==> src/rtl/instr_pkg.sv <==
// rtl/instr_pkg.sv - shared opcode, field and state definitions for the instruction reader
package instr_pkg;

  typedef enum logic [3:0] {
    OP_NOP = 4'd0,
    OP_ADD = 4'd1,
    OP_SUB = 4'd2,
    OP_MUL = 4'd3,
    OP_AND = 4'd4,
    OP_OR  = 4'd5,
    OP_XOR = 4'd6,
    OP_SHL = 4'd7,
    OP_LDI = 4'd8
  } opcode_t;

  localparam int OPC_HI = 11;
  localparam int OPC_LO = 8;
  localparam int A_HI   = 7;
  localparam int A_LO   = 4;
  localparam int B_HI   = 3;
  localparam int B_LO   = 0;

  typedef enum logic [1:0] {
    IDLE,
    FETCH,
    LATCH,
    EXEC
  } rd_state_t;

endpackage

==> src/rtl/instr_alu.sv <==
// rtl/instr_alu.sv - combinational 8-bit ALU executing one decoded instruction
module instr_alu
  import instr_pkg::*;
#(
  parameter int RES_W = 8
) (
  input  logic [3:0]       opcode,
  input  logic [3:0]       a,
  input  logic [3:0]       b,
  input  logic [RES_W-1:0] result,
  output logic [RES_W-1:0] next_result,
  output logic             illegal
);

  opcode_t          op;
  logic [RES_W-1:0] a_ext;
  logic [RES_W-1:0] b_ext;
  logic [RES_W-1:0] ab;

  assign op    = opcode_t'(opcode);
  assign a_ext = RES_W'(a);
  assign b_ext = RES_W'(b);
  assign ab    = RES_W'({a, b});

  // Illegal opcodes leave the accumulator untouched; the top suppresses the valid strobe.
  always_comb begin
    next_result = result;
    illegal     = 1'b0;
    case (op)
      OP_NOP:  next_result = result;
      OP_ADD:  next_result = a_ext + b_ext;
      OP_SUB:  next_result = a_ext - b_ext;
      OP_MUL:  next_result = a_ext * b_ext;
      OP_AND:  next_result = ab & result;
      OP_OR:   next_result = ab | result;
      OP_XOR:  next_result = ab ^ result;
      OP_SHL:  next_result = result << b[2:0];
      OP_LDI:  next_result = ab;
      default: illegal = 1'b1;
    endcase
  end

endmodule

==> src/rtl/instr_exec_reader.sv <==
// rtl/instr_exec_reader.sv - FIFO consumer that fetches, executes and reports 12-bit instructions
module instr_exec_reader
  import instr_pkg::*;
#(
  parameter int DATA_W     = 12,
  parameter int RES_W      = 8,
  parameter int IDLE_LIMIT = 4
) (
  input  logic              clk,
  input  logic              rst,
  input  logic              en,
  input  logic              fifo_empty,
  input  logic [DATA_W-1:0] fifo_data,
  output logic              rd_en,
  output logic [RES_W-1:0]  result,
  output logic              result_valid,
  output logic              err,
  output logic [7:0]        instr_count,
  output logic              clock_disable
);

  localparam int CNT_W = $clog2(IDLE_LIMIT + 1);

  rd_state_t         state;
  rd_state_t         state_next;
  logic [DATA_W-1:0] instr_q;
  logic [CNT_W-1:0]  idle_cnt;
  logic [RES_W-1:0]  alu_result;
  logic              alu_illegal;
  logic              fetch_ok;
  logic              starved;

  assign fetch_ok = en && !fifo_empty;
  assign starved  = (state == IDLE) && en && fifo_empty;

  always_ff @(posedge clk or posedge rst) begin
    if (rst) state <= IDLE;
    else     state <= state_next;
  end

  always_comb begin
    state_next = state;
    rd_en      = 1'b0;
    case (state)
      IDLE:    if (fetch_ok) state_next = FETCH;
      FETCH: begin
        rd_en      = 1'b1;
        state_next = LATCH;
      end
      LATCH:   state_next = EXEC;
      EXEC:    state_next = fetch_ok ? FETCH : IDLE;
      default: state_next = IDLE;
    endcase
  end

  // The FIFO read port is registered, so the popped word is only valid one cycle after FETCH.
  always_ff @(posedge clk or posedge rst) begin
    if (rst)                  instr_q <= '0;
    else if (state == LATCH)  instr_q <= fifo_data;
  end

  instr_alu #(.RES_W(RES_W)) u_alu (
    .opcode      (instr_q[OPC_HI:OPC_LO]),
    .a           (instr_q[A_HI:A_LO]),
    .b           (instr_q[B_HI:B_LO]),
    .result      (result),
    .next_result (alu_result),
    .illegal     (alu_illegal)
  );

  always_ff @(posedge clk or posedge rst) begin
    if (rst) begin
      result       <= '0;
      result_valid <= 1'b0;
      err          <= 1'b0;
      instr_count  <= 8'd0;
    end else begin
      result_valid <= 1'b0;
      err          <= 1'b0;
      if (state == EXEC) begin
        instr_count <= instr_count + 8'd1;
        if (alu_illegal) begin
          err <= 1'b1;
        end else begin
          result       <= alu_result;
          result_valid <= 1'b1;
        end
      end
    end
  end

  // Registered one cycle ahead so the request is high in the IDLE_LIMIT-th starved cycle
  // and drops in the cycle right after fifo_empty falls.
  always_ff @(posedge clk or posedge rst) begin
    if (rst) begin
      idle_cnt      <= '0;
      clock_disable <= 1'b0;
    end else if (starved) begin
      if (32'(idle_cnt) < IDLE_LIMIT) idle_cnt <= idle_cnt + CNT_W'(1);
      clock_disable <= (32'(idle_cnt) + 32'd2 >= 32'(IDLE_LIMIT));
    end else begin
      idle_cnt      <= '0;
      clock_disable <= 1'b0;
    end
  end

endmodule
==> config.mk <==
export PLATFORM = sky130hd
export DESIGN_NAME = instr_exec_reader
export DESIGN_NICKNAME = d
export VERILOG_FILES = /design/src/rtl/instr_pkg.sv /design/src/rtl/instr_alu.sv /design/src/rtl/instr_exec_reader.sv
export SDC_FILE = /design/constraint.sdc
export NUM_CORES = 1
export LEC_CHECK = 0
export BUFFER_PORTS_ARGS = -buffer_cell sky130_fd_sc_hd__buf_2
export CAP_MARGIN = 40
export CORE_MARGIN = 5
export CORE_UTILIZATION = 25
export DETAILED_ROUTE_END_ITERATION = 10
export GPL_TIMING_DRIVEN = 0
export HOLD_SLACK_MARGIN = 0.12
export PLACE_DENSITY = 0.37
export SLEW_MARGIN = 30
export SYNTH_ARGS = -nofsm -noshare
export SYNTH_HDL_FRONTEND = slang
export SYNTH_SLANG_ARGS = --single-unit
==> constraint.sdc <==
create_clock -name clk -period 8.5 [get_ports clk]
set_clock_uncertainty 0.15 [all_clocks]
set_input_delay 1.7 -clock clk [delete_from_list [all_inputs] [get_ports clk]]
set_output_delay 1.7 -clock clk [all_outputs]
set_load 0.01 [all_outputs]
==> results of run 1 <==
path summary, 6_finish.rpt:
path,end,slack (ps),cells past startpoint
setup / recovery,result[3],4590,11
hold / removal,instr_count[7],320,1
setup reg to reg,result[3],4590,11
hold reg to reg,instr_count[7],320,1
max in group asynchronous,result[6],6520,3
min in group asynchronous,clock_disable,1230,2
state kept, by name, indices dropped and copies added, names as in the netlist:
register,flops
instr_count,8
instr_q,12
err,1
idle_cnt,3
state,2
clock_disable,1
result_valid,1
result,8
cells by family after synthesis:
family	after synthesis	share of synthesized area
simple gates	90	0.139
compound gates	85	0.191
buf+inv	50	0.0642
fa+ha+maj	50	0.215
flops	36	0.289
xor+xnor	15	0.0421
mux	12	0.0594
stage by stage:
step,setup slack [ps],power [µW]
after CTS,4610,1540
after global routing,4350,1660
after detailed placement,4610,1320
final,4590,1530
after floorplan,5160,992
after global placement,4600,1320
report_power, final:
| group | total, µW | leakage (µW) | switching (µW) | internal [µW] |
|---|---|---|---|---|
| clock | 214 | 0.0000808 | 75.7 | 138 |
| sequential | 345 | 0.000460 | 105 | 240 |
| combinational | 968 | 0.00119 | 576 | 392 |
Yosys cell counts (2+ instances only):
cell type,count,share of area
o221ai_1,4,0.011
mux4_2,5,0.036
xor2_1,5,0.014
o22ai_1,8,0.016
o21ai_0,21,0.034
nand2b_1,8,0.016
a22o_1,5,0.014
a22oi_1,3,0.0072
a31oi_1,4,0.0080
nand4_1,2,0.0040
mux2_2,2,0.0072
a21o_1,3,0.0072
fa_1,6,0.039
or4b_4,2,0.0088
nand2_1,32,0.039
a311o_1,2,0.0064
a221o_1,4,0.013
ha_1,44,0.18
dfrtp_1,36,0.29
nor2b_1,3,0.0060
clkbuf_1,8,0.0096
buf_1,2,0.0024
xnor2_1,10,0.028
mux2i_1,5,0.016
buf_2,4,0.0064
a221oi_1,4,0.011
nand3_1,4,0.0064
nor2_1,29,0.035
inv_1,35,0.042
a21oi_1,14,0.022
area by class of cell:
cell class                      count  area [µm²]
Fill cell                        1327        8420
Multi-Input combinational cell    252        2020
Sequential cell                    36         901
Tap cell                          168         210
Timing Repair Buffer               37         200
Inverter                           35         131
Clock buffer                        6         129
Buffer                             15        68.8
Clock inverter                      2        35.0
metal layers:
| metal | GRT usage | up-vias | part of all wire | wire length, µm |
|---|---|---|---|---|
| li1 | - | 1277 | - | - |
| met4 | 0.0413 | 0 | 0.015 | 142 |
| met2 | 0.219 | 62 | 0.47 | 4590 |
| met1 | 0.190 | 1278 | 0.47 | 4630 |
| met3 | 0.0209 | 9 | 0.042 | 413 |
| met5 | 0 | - | 0 | 0 |
==> impl_metrics.toml, run 1 <==
[status]
status = "complete, no violations"

[worst_setup_path]
worstPathCellList = "clkbuf_1, nand2_1, fa_1, inv_1, fa_1, inv_1, fa_1, o22ai_1, a311o_1, a221oi_2, o21ai_1"
start_kind = "register"
worstSetupPathType = "reg2reg"
worstSetupEndpointType = "register"
worstPathMaxFanout = 10
path_delay_family = "adder cells"
cp.buffers_inverters = 3
cpMostUsedCell = "fa_1"
cp.arrival_ps = 3930
cpPeakStageDelay_ps = 570
slowest_stage = "fa_1"
required_ps = 8520
r2r_start = "instr_q[1]"
crit_path_start = "instr_q[1]"

[layout]
syn2layout_area_growth_pct = 18.4
final_cell_area_um2 = 3690
final_cell_mix = "44 x ha_1, 40 x buf_2, 36 x dfrtp_1, 34 x inv_1, 32 x nand2_1"
num-nets-final = 448
drive_gt1_frac = 0.167
finalNonFillerCells = 551
final_common_cell = "ha_1"
antenna_cells = 0
final_util = 0.305

[synthesis]
syn_area_um2 = 3120
synth-main-ff-cell = "dfrtp_1"
ys.warnings.count = 0
synth_nets = 404
ys_seq_elements = 36
yosysUniqueCellTypes = 54
synth_area_per_cell_um2 = 9.22
synthCells = 338
async_flop_share = 1.00
synth-seq-area-share = 0.289
synth-edff-count = 0

[clock_tree]
cts_root_buffer = "clkbuf_16"
htree_levels = 2
cts-hold-fix-buffers = 0
cts_resized = 0
clock_sinks = 36
cts_tree = "yes"
clk_latency_ps = 290
postCtsSetupBuffers = 0
cts_buffer_depth = 2
clk_pin_slew_ps = 60
cts_inserted_buffers = 5

[route]
wl_per_cell_um = 17.7
route.detailed.drc = 0
vias_per_cell = 4.77
drtIter0Drc = 115
vias = 2626
dr.pass1.iters = 4
wl_um = 9780
ant_nets = 0

[sta]
maxSlewHeadroom = 0.545
fin_setup_tns_ps = 0
tightest_slew_ps = 679
hold_slack_ps = 316
setup_viol = 0
rsz0062_at_grt = "no"
drv_slew = 0
finalHoldViolCount = 0
fmax_mhz = 256
period_minus_slack_ps = 3910
fin_crit_sh = 0.460

[place]
hpwl_um = 7630
place_congestion = 0.885
dpl_cell_area_um2 = 3530
placed_cells = 543
numPortBuffers = 35

[min_path]
hold_start = "instr_count[7]"
worstHoldPathType = "reg2reg"

[floorplan]
num_rows = 40
dieArea_um2 = 14800
coreArea_um2 = 12100
die_x_um = 122
fp.dieH_um = 122
io_pins = 36
initial_utilization = 0.257

[power_and_ir_drop]
powerDensity_nw_per_um2 = 413
ir_drop_v = 0.000101
leakage_uw = 0.00173

[global_routing]
grt_remaining_overflow = 0
grt_pass1_wl_um = 15400
grt_pass1_vias = 2672
antenna_found_initial = 0
track_usage = 0.137
grt_max_degree = 23

[job]
maxCapViolCount = 0
Note: power is estimated with default switching activity, not from simulation.
==> run 2: changes to the inputs <==
ABC_AREA = 1   (was not set)
clock period = 3.7 ns   (was 8.5 ns; I/O delays follow)
==> impl_metrics.toml, run 2 <==
[layout]
drive_gt1_frac = 0.125
syn2layout_area_growth_pct = 17.2
largest_reg_flops = 12
final_cell_mix = "147 x nand2_1, 65 x inv_1, 50 x nor2_1, 44 x ha_1, 41 x nand3_1"
num-nets-final = 577
final_common_cell = "nand2_1"
reg_top3 = "instr_q x12, instr_count x8, result x8"
antenna_cells = 0
regMostFlops = "instr_q"

[worst_setup_path]
r2r_start = "instr_q[5]"
worstPathMaxFanout = 9
timing.rr.end = "result[4]"
reg2reg_slack_ps = 280
required_ps = 3730
worstSetupEndpointType = "register"
cp.arrival_ps = 3450
worstRegToRegCells = 14
worstSetupPathType = "reg2reg"
start_kind = "register"

[route]
ant_nets = 0
vias_per_cell = 4.36
dr.pass1.iters = 4
route.detailed.drc = 0
drtIter0Drc = 146
vias = 2984
wl_um = 10100
wl_per_cell_um = 14.8

[clock_tree]
postCtsSetupBuffers = 0
cts_buffer_depth = 2
cts-hold-fix-buffers = 0
htree_levels = 2
cts_tree = "yes"
clk_pin_slew_ps = 70
cts_inserted_buffers = 5
cts_resized = 0
clk_latency_ps = 290
cts_root_buffer = "clkbuf_16"
clock_sinks = 36

[synthesis]
yosys-top-cells-area = "dfrtp_1 28%, nand2_1 17%, ha_1 17%"
synth_top_area_frac = 0.276
synth_nets = 534
ys_seq_elements = 36
synth_top_cell_by_area = "dfrtp_1"
async_flop_share = 1.00
yosysUniqueCellTypes = 32
syn_area_um2 = 3270
synthCells = 468
synth_area_per_cell_um2 = 6.98
synth_commonest_cells = "147 x nand2_1, 66 x inv_1, 50 x nor2_1, 44 x ha_1, 41 x nand3_1"
synth-seq-area-share = 0.276
synth-main-ff-cell = "dfrtp_1"
synth-edff-count = 0
ys.warnings.count = 0
synth.most_common_cell = "nand2_1"

[floorplan]
io_pins = 36
dieArea_um2 = 15500
initial_utilization = 0.257
die_x_um = 124
fp.dieH_um = 124
num_rows = 41
coreArea_um2 = 12700

[min_path]
worstHoldPathType = "in2async"

[power_and_ir_drop]
ir_drop_v = 0.000300
finalPower_uw = 3220
powerDensity_nw_per_um2 = 840
leakage_uw = 0.00212

[sta]
fin_crit_sh = 0.924
fmax_mhz = 293
maxSlewHeadroom = 0.517
setup_viol = 0
fin_setup_tns_ps = 0
drv_slew = 0
finalHoldViolCount = 0
rsz0062_at_grt = "no"
period_minus_slack_ps = 3420
tightest_slew_ps = 721

[global_routing]
grt_pass1_wl_um = 16400
grt_max_degree = 27
grt_pass1_vias = 3046
track_usage = 0.133
grt_remaining_overflow = 0
antenna_found_initial = 0

[status]
status = "complete, no violations"

[place]
numPortBuffers = 35
hpwl_um = 7970
place_congestion = 0.845

[job]
maxCapViolCount = 0
[run 2: power breakdown]
group          total (µW)  internal, µW  switching, µW
Sequential            800           543            257
Clock                 456           269            187
Combinational        1960           705           1250
[run 2: metrics by stage]
stage	cell area (µm²)	cells	util	worst slack (ps)	hold WS, ps
after floorplan	3270	468	-	782	357
after global placement	3660	675	0.288	220	331
after detailed placement	3680	676	0.289	244	333
after CTS	3830	684	0.301	220	245
after global routing	3830	684	0.301	11.9	256
final	3830	684	0.301	281	236
[run 2: area by class of cell]
type	instances	area, µm²
buffer	8	50.0
multi-input combinational	354	2050
clock inverter	1	7.51
clock buffer	7	143
sequential	36	901
timing repair buffer	36	195
tap	172	215
fill	1506	8890
inverter	70	263
[run 2: worst max path at each step]
stage                    start        end  slack [ps]  cells past startpoint
floorplan           instr_q[5]  result[6]         780                     13
global placement    instr_q[5]  result[4]         220                     14
detailed placement  instr_q[5]  result[4]         240                     14
CTS                 instr_q[5]  result[4]         220                     14
global route        instr_q[5]  result[4]          10                     14
finish              instr_q[5]  result[4]         280                     14
[run 2: critical path, cell delays in order (launching register included)]
cell and delay (ps):
dfrtp_1 600, nand2_1 130, fa_1 520, inv_1 50, fa_1 560, inv_1 60, fa_1 450, xor2_1 300
nor2_1 90, nor2_1 100, nand2_1 50, nor2_1 80, nand2_1 50, nand2_1 60, nand2_1 50
[run 2: cells by family after synthesis]
logic type                 count (synthesis)  synth area share
and+or+nand+nor                          259             0.342
buffers and inverters                     78            0.0957
adders and majority gates                 50             0.205
AOI/OAI and AO/OA                         37            0.0597
DFF                                       36             0.276
xor gates and xnor gates                   8            0.0214
[run 2: metal layers]
layer | track usage | vias to the layer above | wire (µm)
li1 | - | 1548 | -
met1 | 0.180 | 1371 | 4930
met2 | 0.220 | 56 | 4670
met3 | 0.0236 | 9 | 391
met4 | 0.0290 | 0 | 107
met5 | 0 | - | 0
==> run 3: changes to the inputs <==
==> constraint.sdc (replaced) <==
create_clock -name clk -period 3.7 [get_ports clk]
set_clock_uncertainty 0.15 [all_clocks]
set_input_delay 0.185 -clock clk [delete_from_list [all_inputs] [get_ports clk]]
set_output_delay 0.185 -clock clk [all_outputs]
set_load 0.01 [all_outputs]
==> impl_metrics.toml, run 3 (synthesis results as in run 2) <==
[status]
status = "complete, no violations"

[clock_tree]
cts_buffer_depth = 2
htree_levels = 2
cts_root_buffer = "clkbuf_16"
clk_pin_slew_ps = 70
clk_latency_ps = 290
cts_resized = 0
clock_sinks = 36
cts_inserted_buffers = 5
cts_tree = "yes"

[global_routing]
antenna_found_initial = 0
grt_pass1_vias = 3090
grt_max_degree = 27
grt_remaining_overflow = 0
grt_pass1_wl_um = 16600
track_usage = 0.134

[power_and_ir_drop]
p_clk_frac = 0.141
p_sw_uw = 1700
leakage_uw = 0.00219
ir_drop_v = 0.000300
combPwrFrac = 0.611
swShare = 0.527
intPower_uw = 1530
powerDensity_nw_per_um2 = 810
pwr-share-seq = 0.247

[route]
vias = 3028
dr.pass1.iters = 4
ant_nets = 0
wl_per_cell_um = 14.5
drtIter0Drc = 139
wl_um = 10200
route.detailed.drc = 0
vias_per_cell = 4.33

[layout]
final_common_cell = "nand2_1"
num-nets-final = 593
final_cell_mix = "147 x nand2_1, 65 x inv_1, 50 x nor2_1, 44 x ha_1, 41 x nand3_1"
syn2layout_area_growth_pct = 22.1
regMostFlops = "instr_q"
reg_top3 = "instr_q x12, instr_count x8, result x8"
antenna_cells = 0
fillers = 1496
drive_gt1_frac = 0.121
largest_reg_flops = 12

[job]
maxCapViolCount = 0

[sta]
tightest_slew_ps = 735
fin_setup_tns_ps = 0
rsz0062_at_grt = "no"
drv_slew = 0
maxSlewHeadroom = 0.508
period_minus_slack_ps = 3430
fmax_mhz = 291
hold_slack_ps = 231
finalHoldViolCount = 0
fin_crit_sh = 0.928
setup_viol = 0

[worst_setup_path]
start_kind = "register"
worstPathMaxFanout = 9
worstRegToRegCells = 14
reg2reg_slack_ps = 270
required_ps = 3730
crit_path_start = "instr_q[5]"
cp.arrival_ps = 3460
worstSetupPathType = "reg2reg"
worstSetupEndpointType = "register"
timing.rr.end = "result[4]"
cp-endpoint = "result[4]"
r2r_start = "instr_q[5]"

[floorplan]
initial_utilization = 0.257
coreArea_um2 = 12700
num_rows = 41
dieArea_um2 = 15500
fp.dieH_um = 124
die_x_um = 124
io_pins = 36

[place]
numPortBuffers = 35
hpwl_um = 7970
place_congestion = 0.845

[min_path]
worstHoldPathType = "in2async"
==> run 3: power by group through the flow <==
| stage | Sequential [µW] | Clock, µW | Combinational, µW |
|---|---|---|---|
| 6_report | 800 | 457 | 1980 |
| 5_1_grt | 831 | 482 | 2310 |
| 4_1_cts | 807 | 474 | 2010 |
| 3_5_place_dp | 812 | 0 | 1980 |
| 3_3_place_gp | 812 | 0 | 1980 |
| 2_1_floorplan | 753 | 0 | 1400 |
==> run 3: what timing repair did <==
item                      CTS  global route
hold buffers               16             0
setup buffers               0             0
hold endpoints to repair   53             0
==> run 3: worst min path at each step <==
| stage | start | end | slack (ps) | cells after the start |
|---|---|---|---|---|
| after floorplan | fifo_data[5] | instr_q[5] | 150 | 2 |
| after global placement | fifo_data[1] | instr_q[1] | 250 | 3 |
| after detailed placement | rst | instr_q[4] | 0.6 | 2 |
| after CTS | rst | result[1] | 240 | 3 |
| after global routing | rst | instr_q[2] | 260 | 3 |
| final | rst | instr_q[2] | 230 | 3 |
==> run 3: cell type report <==
type	instances	area (µm²)	share of cell area
well taps	172	215	0.0540
repair buffers	52	355	0.0891
clock inverters	1	7.51	0.00188
multi-input cells	354	2050	0.515
plain buffers	8	50.0	0.0125
flip-flops and latches	36	901	0.226
inverters	70	263	0.0659
clock buffers	7	143	0.0358
==> run 3: layer usage <==
layer  part of all wire  track usage  vias up
li1                   -            -     1580
met5                  0            0        -
met1               0.49        0.181     1392
met4              0.013       0.0290        0
met3              0.032       0.0232       11
met2               0.46        0.223       45
==> run 3: per-stage QoR <==
step           area, µm²  worst slack [ps]  total power, µW  std cells   util
3_5_place_dp        3680               244             2790        676  0.289
4_1_cts             3990               220             3290        700  0.314
2_1_floorplan       3270               782             2150        468      -
6_report            3990               266             3230        700  0.314
5_1_grt             3990              11.9             3630        700  0.314
3_3_place_gp        3660               220             2790        675  0.288
==> run 3: critical path, stage by stage, from the launching register on <==
cell and delay [ps]:
dfrtp_1 610, nand2_1 130, fa_1 520, inv_1 50, fa_1 560, inv_1 60
fa_1 450, xor2_1 310, nor2_1 90, nor2_1 100, nand2_1 50, nor2_1 80
nand2_1 50, nand2_1 60, nand2_1 50
